==> config.mk <==
export PLATFORM = sky130hd
export DESIGN_NAME = func_decoder_sweep_ctrl_flat
export DESIGN_NICKNAME = d
export VERILOG_FILES = /design/src/rtl/func_decoder_sweep_ctrl_if.sv /design/src/rtl/func_decoder_sweep_ctrl.sv /design/src/flat_wrapper.sv
export SDC_FILE = /design/constraint.sdc
export NUM_CORES = 1
export LEC_CHECK = 0
export CAP_MARGIN = 20
export CORE_MARGIN = 5
export CORE_UTILIZATION = 51
export DETAILED_ROUTE_END_ITERATION = 16
export GPL_ROUTABILITY_DRIVEN = 1
export HOLD_SLACK_MARGIN = 0.02
export PLACE_DENSITY = 0.8
export SYNTH_ARGS = -nofsm -noshare
export SYNTH_HDL_FRONTEND = slang
export SYNTH_SLANG_ARGS = --single-unit
==> constraint.sdc <==
create_clock -name clk -period 2.6 [get_ports clk]
set_clock_uncertainty 0.1 [all_clocks]
set_input_delay 0.52 -clock clk [delete_from_list [all_inputs] [get_ports clk]]
set_output_delay 0.52 -clock clk [all_outputs]
set_load 0.02 [all_outputs]
==> src/rtl/func_decoder_sweep_ctrl_if.sv <==
// Signal bundle between the lab control / decoder stub (master) and the
// sweep controller (slave).
interface func_decoder_sweep_ctrl_if;
  logic        start;
  logic        abort;
  logic [23:0] expected;
  logic [2:0]  dec_f;
  logic [2:0]  dec_i;
  logic        busy;
  logic        done;
  logic        pass;
  logic [23:0] table_out;
  logic [3:0]  mismatch_cnt;
  logic [2:0]  first_bad;

  modport master (
    output start, abort, expected, dec_f,
    input  dec_i, busy, done, pass, table_out, mismatch_cnt, first_bad
  );

  modport slave (
    input  start, abort, expected, dec_f,
    output dec_i, busy, done, pass, table_out, mismatch_cnt, first_bad
  );
endinterface

==> src/rtl/func_decoder_sweep_ctrl.sv <==
// Steps the decoder select through minterms 0..7, samples F[3:1] after a
// programmable dwell, and grades the captured truth table against a latched one.
//
//   state | meaning
//   IDLE  | waiting for start; results of the last sweep held
//   RUN   | sweeping minterms, busy high
//   DONE  | one-cycle done pulse, pass valid
module func_decoder_sweep_ctrl #(
  parameter int unsigned DWELL = 2
) (
  input logic                     clk,
  input logic                     rst_n,
  func_decoder_sweep_ctrl_if.slave sw_if
);

  typedef enum logic [1:0] {S_IDLE, S_RUN, S_DONE} state_t;

  localparam logic [3:0] DWELL_M1 = 4'(DWELL - 1);

  state_t      state_q, state_d;
  logic [2:0]  dec_q, dec_d;
  logic [3:0]  dwell_q, dwell_d;
  logic [23:0] exp_q, exp_d;
  logic [23:0] table_q, table_d;
  logic [3:0]  mcnt_q, mcnt_d;
  logic [2:0]  first_q, first_d;
  logic        pass_q, pass_d;
  logic        busy_q, busy_d;
  logic        done_q, done_d;

  logic [4:0]  fld_lo;
  logic        mism;

  assign fld_lo = 5'(dec_q) * 5'd3;
  assign mism   = (sw_if.dec_f != exp_q[fld_lo +: 3]);

  always_comb begin
    state_d = state_q;
    dec_d   = dec_q;
    dwell_d = dwell_q;
    exp_d   = exp_q;
    table_d = table_q;
    mcnt_d  = mcnt_q;
    first_d = first_q;
    pass_d  = pass_q;
    busy_d  = 1'b0;
    done_d  = 1'b0;
    case (state_q)
      S_IDLE: begin
        if (sw_if.start) begin
          state_d = S_RUN;
          exp_d   = sw_if.expected;
          dec_d   = 3'd0;
          dwell_d = 4'd0;
          table_d = 24'd0;
          mcnt_d  = 4'd0;
          first_d = 3'd0;
          pass_d  = 1'b0;
        end
      end
      S_RUN: begin
        // abort wins over a sample falling on the same edge
        if (sw_if.abort) begin
          state_d = S_IDLE;
          dec_d   = 3'd0;
          dwell_d = 4'd0;
          pass_d  = 1'b0;
        end else if (dwell_q == DWELL_M1) begin
          table_d[fld_lo +: 3] = sw_if.dec_f;
          if (mism) begin
            mcnt_d = mcnt_q + 4'd1;
            if (mcnt_q == 4'd0) first_d = dec_q;
          end
          dwell_d = 4'd0;
          if (dec_q == 3'd7) begin
            state_d = S_DONE;
            dec_d   = 3'd0;
            pass_d  = (mcnt_d == 4'd0);
          end else begin
            dec_d = dec_q + 3'd1;
          end
        end else begin
          dwell_d = dwell_q + 4'd1;
        end
      end
      S_DONE: state_d = S_IDLE;
      default: state_d = S_IDLE;
    endcase
    busy_d = (state_d == S_RUN);
    done_d = (state_d == S_DONE);
  end

  always_ff @(posedge clk or negedge rst_n) begin
    if (!rst_n) begin
      state_q <= S_IDLE;
      dec_q   <= 3'd0;
      dwell_q <= 4'd0;
      exp_q   <= 24'd0;
      table_q <= 24'd0;
      mcnt_q  <= 4'd0;
      first_q <= 3'd0;
      pass_q  <= 1'b0;
      busy_q  <= 1'b0;
      done_q  <= 1'b0;
    end else begin
      state_q <= state_d;
      dec_q   <= dec_d;
      dwell_q <= dwell_d;
      exp_q   <= exp_d;
      table_q <= table_d;
      mcnt_q  <= mcnt_d;
      first_q <= first_d;
      pass_q  <= pass_d;
      busy_q  <= busy_d;
      done_q  <= done_d;
    end
  end

  assign sw_if.dec_i        = dec_q;
  assign sw_if.busy         = busy_q;
  assign sw_if.done         = done_q;
  assign sw_if.pass         = pass_q;
  assign sw_if.table_out    = table_q;
  assign sw_if.mismatch_cnt = mcnt_q;
  assign sw_if.first_bad    = first_q;

endmodule

==> src/flat_wrapper.sv <==
// flat-port wrapper written by rule: the top's interface ports become plain ports
module func_decoder_sweep_ctrl_flat 
#(
  parameter int unsigned DWELL = 2
)
  (clk, rst_n, sw_if_start, sw_if_abort, sw_if_expected, sw_if_dec_f, sw_if_dec_i, sw_if_busy, sw_if_done, sw_if_pass, sw_if_table_out, sw_if_mismatch_cnt, sw_if_first_bad);
  func_decoder_sweep_ctrl_if sw_if_i ();
  input logic clk;
  input logic rst_n;
  input wire logic [$bits(sw_if_i.start)-1:0] sw_if_start;
  input wire logic [$bits(sw_if_i.abort)-1:0] sw_if_abort;
  input wire logic [$bits(sw_if_i.expected)-1:0] sw_if_expected;
  input wire logic [$bits(sw_if_i.dec_f)-1:0] sw_if_dec_f;
  output wire logic [$bits(sw_if_i.dec_i)-1:0] sw_if_dec_i;
  output wire logic [$bits(sw_if_i.busy)-1:0] sw_if_busy;
  output wire logic [$bits(sw_if_i.done)-1:0] sw_if_done;
  output wire logic [$bits(sw_if_i.pass)-1:0] sw_if_pass;
  output wire logic [$bits(sw_if_i.table_out)-1:0] sw_if_table_out;
  output wire logic [$bits(sw_if_i.mismatch_cnt)-1:0] sw_if_mismatch_cnt;
  output wire logic [$bits(sw_if_i.first_bad)-1:0] sw_if_first_bad;
  assign sw_if_i.start = sw_if_start;
  assign sw_if_i.abort = sw_if_abort;
  assign sw_if_i.expected = sw_if_expected;
  assign sw_if_i.dec_f = sw_if_dec_f;
  assign sw_if_dec_i = sw_if_i.dec_i;
  assign sw_if_busy = sw_if_i.busy;
  assign sw_if_done = sw_if_i.done;
  assign sw_if_pass = sw_if_i.pass;
  assign sw_if_table_out = sw_if_i.table_out;
  assign sw_if_mismatch_cnt = sw_if_i.mismatch_cnt;
  assign sw_if_first_bad = sw_if_i.first_bad;
  func_decoder_sweep_ctrl #(.DWELL(DWELL)) u_core (.clk(clk), .rst_n(rst_n), .sw_if(sw_if_i));
endmodule
==> results.py <==
metrics = {
    "cts": {
        "holdBufCountCts": 0,
        "root_buffer": "clkbuf_8",
        "clk_pin_slew_ns": 0.07,
        "clk_latency_ns": 0.34,
        "clockBufferDepth": 2,
        "cts_tree": "yes",
        "cts_buffers": 9,
        "cts_num_sinks": 67,
        "ctsHtreeMaxLevel": 3,
        "post_cts_buffers": 0,
    },
    "worst_setup_path": {
        "slowest_stage": "mux4_1",
        "cp_max_fo": 8,
        "endpoint_kind": "flop",
        "critPathLaunchType": "flop",
        "r2r_cells": 6,
        "critical_path_depth": 6,
        "crit_chain": "mux4_1, mux2i_1, xor2_1, nand3_2, o2111a_2, mux2_4",
        "path_class": "flop to flop",
        "cp_data_required_time_ns": 2.73,
        "cpPeakStageDelay_ns": 0.60,
        "path_buf_inv": 0,
        "path_delay_family": "multiplexers",
        "arrival_ns": 2.56,
    },
    "floorplan": {
        "io_pins": 68,
        "die_h_um": 89.64,
        "initial_core_util_pct": 51.82,
        "die_w_um": 89.64,
        "core.rowCount": 29,
        "core-area_sq_um": 6241,
        "dieArea_sq_um": 8034,
    },
    "timing": {
        "drv_slew": 0,
        "finalSetupViolations": 0,
        "rsz0062_at_grt": "false",
        "worst_pin_slew_ns": 0.5276,
        "period_share_pct": 93.17,
        "whs_ns": 0.01883,
        "setup_tns_ns": 0,
        "finalCriticalPeriod_ns": 2.422,
        "hold_violations": 0,
        "relSlewSlack_pct": 64.50,
        "max_freq_mhz": 412.8,
    },
    "grt": {
        "antenna_found_initial": 0,
        "track_usage_pct": 20.09,
        "overflow": 0,
        "grt_max_degree": 32,
        "grt_pass1_wl_um": 12090,
        "first_global_vias": 2426,
    },
    "yosys": {
        "synth_seq_cells": 67,
        "synth-warning-count": 0,
        "syn-cell-area_sq_um": 3234,
        "ys_seq_area_share_pct": 51.84,
        "synth_cell_types": 44,
        "syn_nets": 301,
        "synth_edf_count": 0,
        "synth_area_per_cell_sq_um": 12.39,
        "synth_async_sr_flop_share_pct": 100.0,
        "syn_inst": 261,
        "synth_top_flop_cell": "dfrtp_1",
    },
    "routing": {
        "ant_nets": 0,
        "wl_um": 7354,
        "drc": 0,
        "drt_iter0_markers": 183,
        "via_per_inst": 5.632,
        "dr.pass1.iters": 4,
        "routed-via-count": 2388,
        "wl_per_cell_um": 17.34,
    },
    "place": {
        "port_buffers": 67,
        "place_congestion": 0.8169,
        "dp_hpwl_um": 5573,
        "placed_cells": 408,
    },
    "power": {
        "p_int_mw": 2.077,
        "powerDensity_nw_per_um2": 685.3,
        "share_comb_of_total_power_pct": 24.6,
        "clock_power_share_pct": 31.7,
        "seqPwrFrac_pct": 43.6,
        "ir_worst_vdd_mv": 0.5152,
        "p_leak_nw": 1.838,
        "p_sw_mw": 0.8328,
        "finalPower_mw": 2.909,
        "sw_frac_of_total_pct": 28.62,
    },
    "worst_hold_path": {
        "hold_class": "primary input to async pin",
    },
    "job": {
        "drv_cap": 0,
    },
    "run_status": {
        "status": "complete, no violations",
    },
    "cells_and_area": {
        "syn2layout_area_growth_pct": 31.26,
        "final_net_count": 382,
        "drive_gt1_share_pct": 22.19,
        "final_cells": 424,
        "antennaDiodeCount": 0,
        "utilization_pct": 68.02,
    },
}
worst paths after layout:
kind	startpoint	end	slack [ns]
worst max-delay path	u_core.sw_if.dec_i[0]	u_core.sw_if.first_bad[2]	0.18
worst min-delay path	rst_n	u_core.exp_q[10]	0.02
worst max register to register	u_core.sw_if.dec_i[0]	u_core.sw_if.first_bad[2]	0.18
worst min register to register	u_core.sw_if.table_out[6]	u_core.sw_if.table_out[6]	0.40
max in group asynchronous	rst_n	u_core.sw_if.table_out[13]	1.78
min in group clk	u_core.sw_if.table_out[6]	u_core.sw_if.table_out[6]	0.40
cells by family (layout without fill, tap and decap cells):
kind of cell,Yosys count,after routing,share of synthesized area (%)
mux,38,38,15.44
compound gates,56,56,13.19
xor+xnor,6,6,1.625
flops,67,67,51.84
buf+inv,22,108,4.333
simple gates,63,63,10.10
fa+ha+maj,9,9,3.482
synthesized netlist by cell type (5+ instances only):
library cell   n  area, sq um
dfrtp_1       67         1677
a21oi_1        9        45.04
nand2b_1       5        31.28
clkbuf_1       6        22.52
a22o_1        14        122.6
nor3_1         7        35.03
mux2_2        25        281.5
mux2i_1        6        60.06
or2_2          8        50.05
nor2_1        14        52.55
ha_1           9        112.6
a32o_1        12        120.1
nand2_1       12        45.04
o21ai_0        9        45.04
inv_1          7        26.28
per-layer routing:
metal  wire, um  global-route usage, %  vias to the layer above  part of all wire (%)
li1           -                      -                     1126                     -
met1       3193                  26.00                     1185                    43
met2       3612                  32.38                       70                    49
met3        462                  6.296                        7                   6.3
met4         86                  6.360                        0                   1.2
met5          0                      0                        -                     0
sequential cells by signal (all words and copies together), names as in the netlist:
name and count:
u_core.exp_q 24, u_core.sw_if.dec_i 3, u_core.state_q 2, u_core.sw_if.busy 1, u_core.sw_if.pass 1, u_core.sw_if.first_bad 3
u_core.dwell_q 4, u_core.sw_if.mismatch_cnt 4, u_core.sw_if.done 1, u_core.sw_if.table_out 24
power by group through the flow:
stage	clock network (mW)	registers, mW	logic, mW
floorplan	0	1.29	0.432
global placement	0	1.28	0.690
detailed placement	0	1.29	0.715
CTS	0.934	1.27	0.719
global route	0.999	1.28	0.775
finish	0.923	1.27	0.717
area by class of cell:
cell class,count,area [sq um]
fillers,463,1996
flip-flops and latches,67,1678
multi-input cells,172,1423
repair buffers,85,813.3
clock buffers,11,131.4
well taps,77,96.34
clock inverters,5,77.57
inverters,7,26.28
cell usage in the layout, fill, tap and decap left out, drive strengths merged, types with 2 or more instances in the layout:
cell type,instances
a21oi,9
a22o,15
a31oi,3
a32o,12
and2,2
buf,19
bufinv,2
clkbuf,11
clkdlybuf4s50,66
clkinv,2
dfrtp,67
ha,9
inv,7
mux2,26
mux2i,6
mux4,6
nand2,12
nand2b,5
nand3,5
nand4,2
nor2,14
nor3,7
nor4,3
o21ai,9
o21bai,2
or2,8
xnor2,2
xor2,4
metrics by stage:
stage	cell area (sq um)	setup slack [ns]
after floorplan	3234	0.02984
after global placement	4035	0.1528
after detailed placement	4035	0.05962
after CTS	4244	0.04879
after global routing	4245	0.06704
final	4245	0.1775
repair_timing:
action                                  4_1_cts  5_1_grt
endpoints found under the setup margin        0        4
hold endpoints to repair                      0        0
resized for setup                             0        1
Note: power is estimated with default switching activity, not from simulation.
